`src/rtl/fractal_sync_cam_rf.sv`:
```
// ---------------------------------------------------------------------------
// fractal_sync_cam_rf
//
// Multi-port content-addressable barrier register file. Each CAM line holds
// one barrier signature that has seen its first arrival. A later arrival of
// the same signature reports "present" (barrier complete) and frees the line.
// Lookups are combinational against the line state registered at the start of
// the cycle; every state change lands on the next rising clock edge.
//
// Ports:
//   clk_i           clock
//   rst_ni          asynchronous active-low reset
//   check_i[p]      port p requests a lookup this cycle
//   sig_i[p]        local barrier signature of port p
//   sig_valid_i[p]  signature is legal; an illegal request is ignored
//   clear_i         synchronous flush of all lines and the sticky error
//   present_o[p]    signature already seen (barrier complete), same cycle
//   overflow_o[p]   request missed and no line could be granted, same cycle
//   full_o          every line valid (registered)
//   empty_o         no line valid (registered)
//   occupancy_o     number of valid lines (registered)
//   overflow_err_o  sticky overflow flag, cleared by reset or clear_i
// ---------------------------------------------------------------------------
module fractal_sync_cam_rf #(
    parameter  int N_LINES   = 2,
    parameter  int SIG_WIDTH = 1,
    parameter  int N_PORTS   = 2,
    localparam int CNT_WIDTH = $clog2(N_LINES + 1)
) (
    input  logic                 clk_i,
    input  logic                 rst_ni,
    input  logic                 check_i     [N_PORTS],
    input  logic [SIG_WIDTH-1:0] sig_i       [N_PORTS],
    input  logic                 sig_valid_i [N_PORTS],
    input  logic                 clear_i,
    output logic                 present_o   [N_PORTS],
    output logic                 overflow_o  [N_PORTS],
    output logic                 full_o,
    output logic                 empty_o,
    output logic [CNT_WIDTH-1:0] occupancy_o,
    output logic                 overflow_err_o
);

    // Line state and status registers
    logic [N_LINES-1:0]   valid_q;
    logic [N_LINES-1:0]   valid_d;
    logic [SIG_WIDTH-1:0] sig_q [N_LINES];
    logic [SIG_WIDTH-1:0] sig_d [N_LINES];
    logic [CNT_WIDTH-1:0] occ_q;
    logic [CNT_WIDTH-1:0] occ_d;
    logic                 err_q;
    logic                 err_d;

    // Per-port request decode
    logic [N_PORTS-1:0]   active;
    logic [N_PORTS-1:0]   hit_any;
    logic [N_PORTS-1:0]   dup_lower;
    logic [N_PORTS-1:0]   dup_higher;
    logic [N_LINES-1:0]   match [N_PORTS];

    // Allocation scratch
    logic [N_LINES-1:0]   taken;
    logic                 found;

    // Request decode. A port is active only when it checks with a legal
    // signature. Matches are masked by the line valid bits so an
    // uninitialised or freed line can never produce a hit. The duplicate
    // flags relate each active port to other active ports carrying the same
    // signature in this cycle; only the lowest-index port of such a group
    // touches the CAM.
    always_comb begin
        active     = '0;
        hit_any    = '0;
        dup_lower  = '0;
        dup_higher = '0;
        for (int p = 0; p < N_PORTS; p++) begin
            match[p] = '0;
        end
        for (int p = 0; p < N_PORTS; p++) begin
            active[p] = check_i[p] & sig_valid_i[p];
        end
        for (int p = 0; p < N_PORTS; p++) begin
            for (int l = 0; l < N_LINES; l++) begin
                match[p][l] = active[p] & valid_q[l] & (sig_q[l] == sig_i[p]);
            end
            hit_any[p] = |match[p];
        end
        for (int p = 0; p < N_PORTS; p++) begin
            for (int q = 0; q < N_PORTS; q++) begin
                if (active[p] && active[q] && (sig_i[q] == sig_i[p])) begin
                    if (q < p) begin
                        dup_lower[p] = 1'b1;
                    end
                    if (q > p) begin
                        dup_higher[p] = 1'b1;
                    end
                end
            end
        end
    end

    // Lookup results and next-state computation.
    // Ports are walked in index order so lower ports win free lines. Free
    // lines come from the pre-edge valid mask, so a line freed by a hit this
    // cycle cannot be handed out before the next cycle.
    // A signature that misses in the CAM but arrives on two ports in the same
    // cycle completes its barrier immediately: the higher ports report
    // present, and the lowest port neither allocates nor competes for a line,
    // so it cannot overflow either.
    // clear_i overrides every update, but the same-cycle present/overflow
    // outputs still describe the pre-clear contents.
    always_comb begin
        valid_d = valid_q;
        sig_d   = sig_q;
        occ_d   = occ_q;
        err_d   = err_q;
        taken   = '0;
        found   = 1'b0;
        for (int p = 0; p < N_PORTS; p++) begin
            present_o[p]  = 1'b0;
            overflow_o[p] = 1'b0;
        end

        for (int p = 0; p < N_PORTS; p++) begin
            if (active[p]) begin
                if (hit_any[p] || dup_lower[p]) begin
                    present_o[p] = 1'b1;
                end
                if (hit_any[p] && !dup_lower[p]) begin
                    for (int l = 0; l < N_LINES; l++) begin
                        if (match[p][l]) begin
                            valid_d[l] = 1'b0;
                            occ_d      = occ_d - CNT_WIDTH'(1);
                        end
                    end
                end else if (!hit_any[p] && !dup_lower[p] && !dup_higher[p]) begin
                    found = 1'b0;
                    for (int l = 0; l < N_LINES; l++) begin
                        if (!found && !valid_q[l] && !taken[l]) begin
                            found      = 1'b1;
                            taken[l]   = 1'b1;
                            valid_d[l] = 1'b1;
                            sig_d[l]   = sig_i[p];
                            occ_d      = occ_d + CNT_WIDTH'(1);
                        end
                    end
                    if (!found) begin
                        overflow_o[p] = 1'b1;
                        err_d         = 1'b1;
                    end
                end
            end
        end

        if (clear_i) begin
            valid_d = '0;
            occ_d   = '0;
            err_d   = 1'b0;
        end
    end

    // State registers with asynchronous active-low reset.
    always_ff @(posedge clk_i or negedge rst_ni) begin
        if (!rst_ni) begin
            valid_q <= '0;
            for (int l = 0; l < N_LINES; l++) begin
                sig_q[l] <= '0;
            end
            occ_q   <= '0;
            err_q   <= 1'b0;
        end else begin
            valid_q <= valid_d;
            sig_q   <= sig_d;
            occ_q   <= occ_d;
            err_q   <= err_d;
        end
    end

    // Status outputs come straight from registers, so they have no
    // combinational path from the request inputs.
    assign occupancy_o    = occ_q;
    assign full_o         = (occ_q == CNT_WIDTH'(N_LINES));
    assign empty_o        = (occ_q == '0);
    assign overflow_err_o = err_q;

endmodule

```
`config.mk`:
```
export PLATFORM = sky130hd
export DESIGN_NAME = fractal_sync_cam_rf
export DESIGN_NICKNAME = d
export VERILOG_FILES = /design/src/rtl/fractal_sync_cam_rf.sv
export SDC_FILE = /design/constraint.sdc
export NUM_CORES = 1
export LEC_CHECK = 0
export CAP_MARGIN = 20
export CORE_MARGIN = 2
export CORE_UTILIZATION = 45
export DETAILED_ROUTE_END_ITERATION = 8
export GPL_ROUTABILITY_DRIVEN = 0
export PLACE_DENSITY = 0.7
export SLEW_MARGIN = 20
export SYNTH_ARGS = -nofsm -noshare
export SYNTH_HDL_FRONTEND = slang
export SYNTH_SLANG_ARGS = --single-unit
export TNS_END_PERCENT = 10
```
`constraint.sdc`:
```
create_clock -name clk_i -period 4.2 [get_ports clk_i]
set_input_delay 0.63 -clock clk_i [delete_from_list [all_inputs] [get_ports clk_i]]
set_output_delay 0.63 -clock clk_i [all_outputs]
set_load 0.02 [all_outputs]
```
# Word-level counts from Yosys, hierarchy flattened
# Cells that the tools add are included.
# word_totals
ff_bits	7
latch_bits	0
ram_bits	0
mem_bits_ro	0
n_memories	0
# classes
n_addsub	8
n_mul	0
n_div	0
order_cmp	0
n_eq_ne	7
n_shift	0
muxes	92
bitwise	10
reduce_logical	24
# op_table
cell	count
$mux W2	41
$mux W1	51
$and A1 B1 Y1	10
$logic_and A1 B1 Y1	10
$logic_not A1 Y1	10
$add A2 B1 Y2 const B	4
$sub A2 B1 Y2 const B	4
$eq A1 B1 Y1	6
$reduce_or A2 Y1	2
$eq A2 B2 Y1 const B	1
$logic_not A2 Y1	1
$logic_or A1 B1 Y1	1

# Longest topological paths before layout
# Gate-level depths: netlist of run 1.
# logic_depth
depth_word	33
ltp_mapped	8

# Least setup slack after synthesis of run 1
# No wires, ideal clock.
# synth_path
path_type	input to output
from	input port sig_i[1] (netlist name)
to	output port overflow_o[0] (netlist name)
arrival_time_ns	1.935
required_time_ns	3.570
path_slack_ns	1.635
cell_stages	6
n_path_buf	0
path_cell_list	xor2_1 > o22a_2 > inv_2 > nor2_4 > maj3_4 > nor2b_1
# synth_rtl
element	line	rtl
start, declared	33	input logic [SIG_WIDTH-1:0] sig_i [N_PORTS],
end, declared	37	output logic overflow_o [N_PORTS],

==> results of run 1 <==
-- final timing paths --
path	from	endpoint	slack, ns	depth (start not counted)
min in group asynchronous	rst_ni	occupancy_o[0]	0.64	1
min	overflow_err_o	overflow_err_o	0.50	1
min reg2reg	overflow_err_o	overflow_err_o	0.50	1
max in group asynchronous	rst_ni	sig_q[0]	3.33	1
max reg2reg	valid_q[0]	occupancy_o[0]	1.76	8
max	sig_i[1]	overflow_o[0]	0.47	8
-- cell usage in the layout, fill, tap and decap left out, types with 2 or more instances in the layout --
| cell type | netlist | routed |
|---|---|---|
| a21oi_1 | 3 | 3 |
| and3_1 | 3 | 3 |
| clkbuf_4 | 0 | 3 |
| clkdlybuf4s50_1 | 0 | 17 |
| dfrtp_1 | 7 | 7 |
| ha_1 | 2 | 2 |
| inv_1 | 4 | 4 |
| mux2_2 | 2 | 2 |
| nand2_1 | 10 | 10 |
| nand3_1 | 3 | 3 |
| nor2_1 | 8 | 8 |
| nor3_1 | 5 | 5 |
| nor4_1 | 2 | 2 |
| o21a_1 | 2 | 2 |
| o21ai_0 | 5 | 5 |
| o22a_1 | 2 | 2 |
| or3_1 | 3 | 3 |
| xnor2_1 | 4 | 4 |
| xor2_1 | 4 | 4 |
-- layer usage --
metal | vias to the layer above | wire length [um]
li1 | 369 | -
met1 | 331 | 707
met2 | 21 | 780
met3 | 0 | 81
met4 | 0 | 0
met5 | - | 0
-- cells by family after synthesis --
family / after synthesis
AND/OR/NAND/NOR: 39
AO/OA/AOI/OAI: 24
XOR/XNOR: 8
buffers and inverters: 7
flip-flops: 7
multiplexers: 3
adder cells (fa/ha/maj): 3
-- worst register-to-register path, cell delays in order, from the launching register on --
cell and delay, ns:
dfrtp_1 0.61, nand3_1 0.24, o22a_2 0.30, inv_2 0.09, nor2_4 0.06, maj3_4 0.36, a2111oi_2 0.43, xor2_1 0.18
nor2_1 0.05
-- final cells by class --
type	instances	area, um2
clock buffers	4	26.3
fillers	133	581
inverters	5	18.8
multi-input cells	77	515
flip-flops and latches	7	175
well taps	16	20.0
repair buffers	17	170
-- state kept, by name (all words and copies together), names as in the netlist --
register / cells
sig_q: 2
valid_q: 2
occupancy_o: 2
overflow_err_o: 1
-- power by group --
| group | internal, W | switching (W) | total [W] |
|---|---|---|---|
| clock | 0.0000361 | 0.0000225 | 0.0000586 |
| combinational | 0.0000664 | 0.0000707 | 0.000137 |
| sequential | 0.0000799 | 0.0000189 | 0.0000987 |
-- stage by stage --
stage | util (%) | cell area, um2 | power, W | hold slack [ns] | instances
floorplan | - | 717 | 0.000192 | 0.334 | 91
global placement | 59.7 | 900 | 0.000235 | 0.497 | 122
detailed placement | 59.7 | 900 | 0.000236 | 0.495 | 122
CTS | 61.5 | 926 | 0.000297 | 0.505 | 126
global route | 61.5 | 926 | 0.000319 | 0.520 | 126
finish | 61.5 | 926 | 0.000294 | 0.499 | 126
==> flow_summary.ini, run 1 <==
[outcome]
status = completed

[clock_tree]
htreeDepth = 1
clock-sinks = 7
postCtsResizedCells = 0
cts_setup_buffers = 0
cts_tree = built
cts_buffer_depth = 2
ctsHoldBuffers = 0
clockRootBuffer = clkbuf_4
path_clk_slew_ns = 0.04
worstSkewPairLatency_ns = 0.25
cts-buffers-inserted = 3

[die]
core.rowCount = 14
fp.dieH_um = 43.9
start_util_pct = 47.6
design.core.area_um2 = 1510
fp.dieW_um = 43.9
die_area_um2 = 1930
ios = 18

[timing]
rsz0062_at_grt = no
fmax_mhz = 268
worst_pin_slew_ns = 0.456
fin_crit_sh_pct = 88.7
timing.final.ws_setup_ns = 0.475
period_minus_slack_ns = 3.73
maxSlewHeadroom_pct = 69.4
tns_ns = 0
maxSlewViolCount = 0
timing.final.hold_violations = 0
setup_viol = 0
fin_worst_skew_ns = 0.00412

[finish]
nets = 122
synthToLayoutAreaGrowth_pct = 29.1
drive_gt1_share_pct = 10.9
n_antenna_cell = 0

[yosys]
syn_area_per_cell_um2 = 7.88
synth_fp_nets = 102
synth.most_common_cell = nand2_1
synth_top_family_by_area = simple AND/OR/NAND/NOR gates
synth_area_leaders = dfrtp_1, nand2_1, xnor2_1
async_reset_ff_share_pct = 100
synth-xor-area-share_pct = 9.77
yosysSeqAreaShare_pct = 24.4
synthCells = 91
synthAdderAreaFrac_pct = 5.41
synth_edf_count = 0
synth-compound-area-share_pct = 25.1
ys_types = 38
ys_seq_elements = 7
synth_simple_gate_area_share_pct = 27.1
netlist.area_leader.share_pct = 24.4
synth_warnings = 0
syn-cell-area_um2 = 717
synth_ff_type = dfrtp_1
netlist_top_cells_count = nand2_1, nor2_1, dfrtp_1
muxShareOfSynthArea_pct = 4.54
synth_largest_area_cell = dfrtp_1

[setup_path]
crit_arrival_ns = 3.10
slowest_stage = clkdlybuf4s50_1
crit_fanout = 7
path_class = in2out
end_kind = output port
crit_family = buffers and inverters
cp_data_required_time_ns = 3.57
cpPeakStageDelay_ns = 0.63
crit_top_cell = clkdlybuf4s50_1
cp_cell_sequence = clkdlybuf4s50_1 > xor2_1 > o22a_2 > inv_2 > nor2_4 > maj3_4 > nor2b_1 > clkdlybuf4s50_1
startpoint_type = input port
worst-path-buf-inv = 3

[drt]
drc_errors = 0
drt.antenna.violating_nets = 0
drt_iter0_drc = 18
wl_um = 1570
viasPerCell = 5.72
drt-wirelength-per-cell_um = 12.4
first_pass_iters = 4
vias = 721

[global_routing]
globalRoute.totalOverflow = 0
met2_usage_pct = 29.4
grt_util_met3_pct = 5.83
grt_max_degree = 15
antenna_found_initial = 0
met1_usage_pct = 24.4
gr-usage-all-layers_pct = 19.1
grt_pass1_wl_um = 2760
grt.busiest_layer = met2
grt_pass1_vias = 680

[power_and_ir_drop]
peakVddDrop_mv = 0.242
p_leak_nw = 0.365
pwr_density_cell_nw_per_um2 = 318

[run]
maxCapViolations = 0

[place]
pre_cts_slack_ns = 0.496
portBuffers = 17
dpl.hpwl_um = 1250

[min_path]
holdCritPathClass = reg2reg
(Power assumes the default switching activity.)
==> run 2: changes to the inputs <==
- CAP_MARGIN: 20 -> not set
- SLEW_MARGIN: 20 -> not set
==> results of run 2 <==
No change in the layout: final DEF, timing and power equal those of run 1.
==> run 3: changes to the inputs <==
- GPL_ROUTABILITY_DRIVEN: 0 -> not set
==> results of run 3 <==
No change in the layout: final DEF, timing and power equal those of run 1.
